$ cat src/rtl/fir_ctrl_pkg.sv
// Shared definitions for the FIR address controller: state encoding,
// default sample-address width and memory read latency.
package fir_ctrl_pkg;

   localparam int ADDR_W_DEF = 13;
   localparam int MEM_LAT    = 1;

   typedef enum logic [2:0] {
      ST_IDLE  = 3'd0,
      ST_LOAD  = 3'd1,
      ST_MAC   = 3'd2,
      ST_DRAIN = 3'd3,
      ST_WRITE = 3'd4,
      ST_DONE  = 3'd5
   } state_t;

endpackage

$ cat src/rtl/fir_addr_cnt.sv
// Current-sample address register: loadable, incrementing, wraps
// modulo 2^ADDR_W.
module fir_addr_cnt
   import fir_ctrl_pkg::*;
#(
   parameter int ADDR_W = ADDR_W_DEF
) (
   input  logic              clk,
   input  logic              rst,
   input  logic              load,
   input  logic              inc,
   input  logic [ADDR_W-1:0] load_val,
   output logic [ADDR_W-1:0] cnt
);

   logic [ADDR_W-1:0] cnt_q;
   logic [ADDR_W-1:0] cnt_d;

   always_comb begin
      cnt_d = cnt_q;
      if (load) begin
         cnt_d = load_val;
      end else if (inc) begin
         cnt_d = cnt_q + ADDR_W'(1);
      end
   end

   always_ff @(posedge clk or posedge rst) begin
      if (rst) begin
         cnt_q <= '0;
      end else begin
         cnt_q <= cnt_d;
      end
   end

   assign cnt = cnt_q;

endmodule

$ cat src/rtl/fir_addr_ctrl.sv
// FIR filter address/control sequencer: per output sample walks TAPS
// sample/coefficient address pairs and then writes the accumulator out.
module fir_addr_ctrl
   import fir_ctrl_pkg::*;
#(
   parameter int ADDR_W = ADDR_W_DEF,
   parameter int TAPS   = 64,
   parameter int CW     = $clog2(TAPS)
) (
   input  logic              clk,
   input  logic              rst,
   input  logic              start,
   input  logic [ADDR_W-1:0] base_addr,
   input  logic [ADDR_W-1:0] num_samples,
   output logic [ADDR_W-1:0] smp_addr,
   output logic [CW-1:0]     coef_addr,
   output logic              acc_clr,
   output logic              acc_en,
   output logic              out_wr,
   output logic [ADDR_W-1:0] out_addr,
   output logic              busy,
   output logic              done
);

   state_t              state_q, state_d;
   logic [CW-1:0]       k_q, k_d, k_next;
   logic [ADDR_W-1:0]   rem_q, rem_d;
   logic [ADDR_W-1:0]   smp_addr_q, smp_addr_d;
   logic [CW-1:0]       coef_addr_q, coef_addr_d;
   logic [ADDR_W-1:0]   out_addr_q, out_addr_d;
   logic [MEM_LAT-1:0]  vld_pipe_q, vld_pipe_d;
   logic [ADDR_W-1:0]   cur;
   logic                cur_load;
   logic                cur_inc;

   fir_addr_cnt #(
      .ADDR_W (ADDR_W)
   ) u_cur (
      .clk      (clk),
      .rst      (rst),
      .load     (cur_load),
      .inc      (cur_inc),
      .load_val (base_addr),
      .cnt      (cur)
   );

   // Address registers are loaded one state ahead so that the address for
   // tap k is on the outputs during the MAC cycle where k_q == k.
   always_comb begin
      state_d     = state_q;
      k_d         = k_q;
      rem_d       = rem_q;
      smp_addr_d  = smp_addr_q;
      coef_addr_d = coef_addr_q;
      out_addr_d  = out_addr_q;
      cur_load    = 1'b0;
      cur_inc     = 1'b0;
      k_next      = k_q + CW'(1);

      case (state_q)
         ST_IDLE: begin
            if (start) begin
               cur_load = 1'b1;
               rem_d    = num_samples;
               state_d  = (num_samples == '0) ? ST_DONE : ST_LOAD;
            end
         end
         ST_LOAD: begin
            k_d         = '0;
            smp_addr_d  = cur;
            coef_addr_d = '0;
            state_d     = ST_MAC;
         end
         ST_MAC: begin
            k_d = k_next;
            if (k_q == CW'(TAPS - 1)) begin
               state_d = ST_DRAIN;
            end else begin
               smp_addr_d  = cur - ADDR_W'(k_next);
               coef_addr_d = k_next;
            end
         end
         ST_DRAIN: begin
            out_addr_d = cur;
            state_d    = ST_WRITE;
         end
         ST_WRITE: begin
            cur_inc = 1'b1;
            rem_d   = rem_q - ADDR_W'(1);
            state_d = (rem_q == ADDR_W'(1)) ? ST_DONE : ST_LOAD;
         end
         ST_DONE: begin
            state_d = ST_IDLE;
         end
         default: begin
            state_d = ST_IDLE;
         end
      endcase
   end

   // Address-valid flag delayed by the memory read latency becomes acc_en.
   always_comb begin
      vld_pipe_d    = vld_pipe_q;
      vld_pipe_d[0] = (state_q == ST_MAC);
      for (int i = 1; i < MEM_LAT; i++) begin
         vld_pipe_d[i] = vld_pipe_q[i-1];
      end
   end

   always_ff @(posedge clk or posedge rst) begin
      if (rst) begin
         state_q     <= ST_IDLE;
         k_q         <= '0;
         rem_q       <= '0;
         smp_addr_q  <= '0;
         coef_addr_q <= '0;
         out_addr_q  <= '0;
         vld_pipe_q  <= '0;
      end else begin
         state_q     <= state_d;
         k_q         <= k_d;
         rem_q       <= rem_d;
         smp_addr_q  <= smp_addr_d;
         coef_addr_q <= coef_addr_d;
         out_addr_q  <= out_addr_d;
         vld_pipe_q  <= vld_pipe_d;
      end
   end

   assign smp_addr  = smp_addr_q;
   assign coef_addr = coef_addr_q;
   assign out_addr  = out_addr_q;
   assign acc_en    = vld_pipe_q[MEM_LAT-1];
   assign acc_clr   = (state_q == ST_LOAD);
   assign out_wr    = (state_q == ST_WRITE);
   assign done      = (state_q == ST_DONE);
   assign busy      = (state_q == ST_LOAD) || (state_q == ST_MAC) ||
                      (state_q == ST_DRAIN) || (state_q == ST_WRITE);

endmodule

$ cat config.mk
export PLATFORM = sky130hd
export DESIGN_NAME = fir_addr_ctrl
export DESIGN_NICKNAME = d
export VERILOG_FILES = /design/src/rtl/fir_ctrl_pkg.sv /design/src/rtl/fir_addr_cnt.sv /design/src/rtl/fir_addr_ctrl.sv
export SDC_FILE = /design/constraint.sdc
export NUM_CORES = 1
export LEC_CHECK = 0
export ABC_AREA = 1
export BUFFER_PORTS_ARGS = -buffer_cell sky130_fd_sc_hd__buf_2
export CORE_ASPECT_RATIO = 0.75
export CORE_MARGIN = 3
export CORE_UTILIZATION = 50
export CTS_BUF_LIST = sky130_fd_sc_hd__clkbuf_4
export CTS_CLUSTER_SIZE = 25
export DETAILED_ROUTE_END_ITERATION = 10
export HOLD_SLACK_MARGIN = 0.08
export PLACE_DENSITY_LB_ADDON = 0.05
export SETUP_SLACK_MARGIN = 0.05
export SLEW_MARGIN = 5
export SYNTH_ARGS = -nofsm -noshare
export SYNTH_HDL_FRONTEND = slang
export SYNTH_HIERARCHICAL = 1
export SYNTH_SLANG_ARGS = --single-unit
$ cat constraint.sdc
create_clock -name clk -period 2.8 [get_ports clk]
set_input_delay 0.56 -clock clk [delete_from_list [all_inputs] [get_ports clk]]
set_output_delay 0.56 -clock clk [all_outputs]
set_load 0.02 [all_outputs]
==> impl_results.md <==
* Status: completed
* R2R Path Start: k_q[0]
* Area leader, netlist: dfrtp_1
* Routed Wire Length at 9.55 mm
* CP Class: register to primary output
* Max-slew violations at 0
* Die Ht at 82.7 um
* Largest net degree at the start of global routing at 32
* Die footprint at 8960 um^2
* Worst path bufs/invs at 3
* Via Count at 3603
* PD cells at 1200 nW/um^2
* Sequential fraction of the synthesis area at 43.3%
* Setup TNS at 0 ns
* Clock root buffer master: clkbuf_4
* First-pass GRT wire length at 15.8 mm
* Post-synthesis cell type count at 39
* RSZ-0062 raised after global routing: false
* Clock transition at path regs at 0.13 ns
* Skew-Pair Late Insertion Delay at 0.42 ns
* N_diodes at 0
* Post-CTS Setup Bufs at 0
* DR iter-0 viols at 178
* Share of cells above drive strength 1 at 22.0%
* Synth Register Bits at 68
* CTS sink count at 68
* Startpoint type of the worst setup path: register
* Layout area overhead at 15.8%
* Multi-input logic area at 1930 um^2
* Post-DRT Antenna Nets at 0
* Site Rows at 27
* Reg-to-reg slack, setup at 0.55 ns
* Slowest CP cell: dfrtp_1
* Routability Congestion at 0.921
* Slew headroom at 62.0%
* Synth warn at 6
* DP Wirelength at 7.14 mm
* Initial Utilization at 52.6%
* Synth Net Count at 542
* Hold_buf cts at 0
* Commonest cells after routing, fill and taps aside: 138 x nand2_1, 68 x dfrtp_1, 65 x buf_2, 50 x inv_1, 48 x nand3_1
* TritonCTS clock tree: yes
* Top Ports at 66
* Synth top area share at 43.3%
* # fillers at 695
* Avg WL per Cell at 14.1 um
* Final nets at 612
* Post-synth EDFFs at 0
* R2R Path End: smp_addr[5]
* Final Cycle Share at 88.3%
* Most common cell after layout, fill and taps aside: nand2_1
* Worst Reg2Reg Path Length in Cells at 11
* Crit path DAT at 1.91 ns
* Number of global-route vias before repair at 3264
* Max clock buf depth at 2
* Setup-failing EPs final at 0
* Crit path from: state_q[1]
* Initial antenna violation count at 0
* CP Capture Type: primary output
* Required time worst endpoint at 2.24 ns
* Port buffer count at 65
* CTS Buf Count at 9
* Core ar. at 7470 um^2
* GR Util All Layers at 22.8%
* Synth Flop Type: dfrtp_1
* Slew @ Worst Pin at 0.570 ns
* Min-Delay Path Class: primary input to asynchronous set/reset pin
* VDD IR-drop max at 521 uV
* First-pass detailed-route iteration total at 4
* Avg Cell Area, Syn at 7.82 um^2
* CP Max Fanout at 21
* Post_cts resized at 0
* Synthesized instance count at 502
* H-tree Lvls at 3
* Hold Fails Final Rpt at 0
* Clk_skew at 0.0214 ns
* Crit path top cell by count: inv_2
* Die X at 108 um
* Total gr overflow at 0
* Period minus WS final at 2.47 ns
* Leakage at 2.32 nW
* Post-synth ARST share at 100%
* Total area of sequential cells at 1700 um^2
* Mean number of vias per cell at 5.31
* Fmax at 405 MHz
* Max cap viols at 0
* Remaining DRCs at 0
* Worst-path cell chain: nor2_2, inv_2, nor2_8, inv_2, nand4_1, buf_2
* Slowest stage delay, CP at 0.48 ns
* Synth area leaders: dfrtp_1 43%, nand2_1 13%, nand3_1 6.1%
* Kind of cell adding the most delay to the critical path: simple AND/OR/NAND/NOR gates
* Mapped Area at 3930 um^2
* Tot Pwr at 5.45 mW
## registers in the layout, summed over array words and instances (netlist names)
| signal | flops |
|---|---|
| rem_q | 13 |
| coef_addr | 6 |
| state_q | 3 |
| u_cur/cnt | 13 |
| smp_addr | 13 |
| acc_en | 1 |
| k_q | 6 |
| out_addr | 13 |
## routing by layer
metal	global-route usage, %	vias to the layer above	wire length [um]
met2	32.6	145	3910
met1	34.3	1641	4860
met4	5.93	0	117
met3	5.67	12	668
met5	0	-	0
li1	-	1805	-
## worst max path at each step
stage / to / slack (ns) / cells after the start
6_report: busy / 0.33 / 6
5_1_grt: busy / 0.13 / 6
4_1_cts: busy / 0.31 / 6
3_5_place_dp: smp_addr[8] / 0.60 / 12
3_3_place_gp: smp_addr[8] / 0.65 / 12
2_1_floorplan: smp_addr[12] / 0.83 / 12
## worst register-to-register path: stages (launching register included)
cell and delay (ns):
dfrtp_1 0.44, ha_1 0.21, nand2_1 0.09, o21ai_0 0.23, nand2_1 0.09, ha_1 0.34, a21o_1 0.21, nor2_1 0.15
nand2_1 0.08, nand2_1 0.10, nand3_1 0.09, a21oi_1 0.15
## stage by stage
| step | hold WS [ns] | instance area [um^2] | worst slack [ns] | utilization, % | std cells |
|---|---|---|---|---|---|
| after floorplan | 0.437 | 3930 | 0.833 | - | 502 |
| after global placement | 0.450 | 4350 | 0.646 | 58.3 | 662 |
| after detailed placement | 0.457 | 4350 | 0.602 | 58.3 | 662 |
| after CTS | 0.159 | 4550 | 0.311 | 60.9 | 678 |
| after global routing | 0.167 | 4550 | 0.132 | 60.9 | 678 |
| final | 0.167 | 4550 | 0.329 | 60.9 | 678 |
## cell usage after synthesis, types with 4 or more instances
cell and count:
a21oi_1 11, a22oi_1 9, buf_2 5, dfrtp_1 68, ha_1 10, inv_1 51, inv_2 9, mux2_2 6
nand2_1 138, nand3_1 48, nand4_1 14, nor2_1 39, nor2_4 4, nor3_1 6, o211ai_1 4, o21ai_0 27
o21ai_1 5, o21ai_2 5, o22ai_1 4, xor2_1 7
## cells by family after synthesis
| family | share of synthesized area, % |
|---|---|
| xor gates and xnor gates | 1.78 |
| buffers and inverters | 7.62 |
| and+or+nand+nor | 30.6 |
| AOI/OAI and AO/OA | 11.3 |
| muxes | 1.72 |
| adders and majority gates | 3.70 |
| DFF | 43.3 |
## layout make-up
cell class | instances | area share, %
clock buffers | 9 | 1.49
inverters | 60 | 4.95
well taps | 101 | 2.78
flip-flops and latches | 68 | 37.4
repair buffers | 70 | 8.26
clock inverters | 7 | 2.73
multi-input cells | 363 | 42.4
## power by group
group	leakage [nW]	internal, mW	switching [mW]
registers	0.857	1.40	0.445
clock network	0.0967	0.458	0.390
logic	1.37	0.962	1.79
Note: power is estimated with default switching activity, not from simulation.
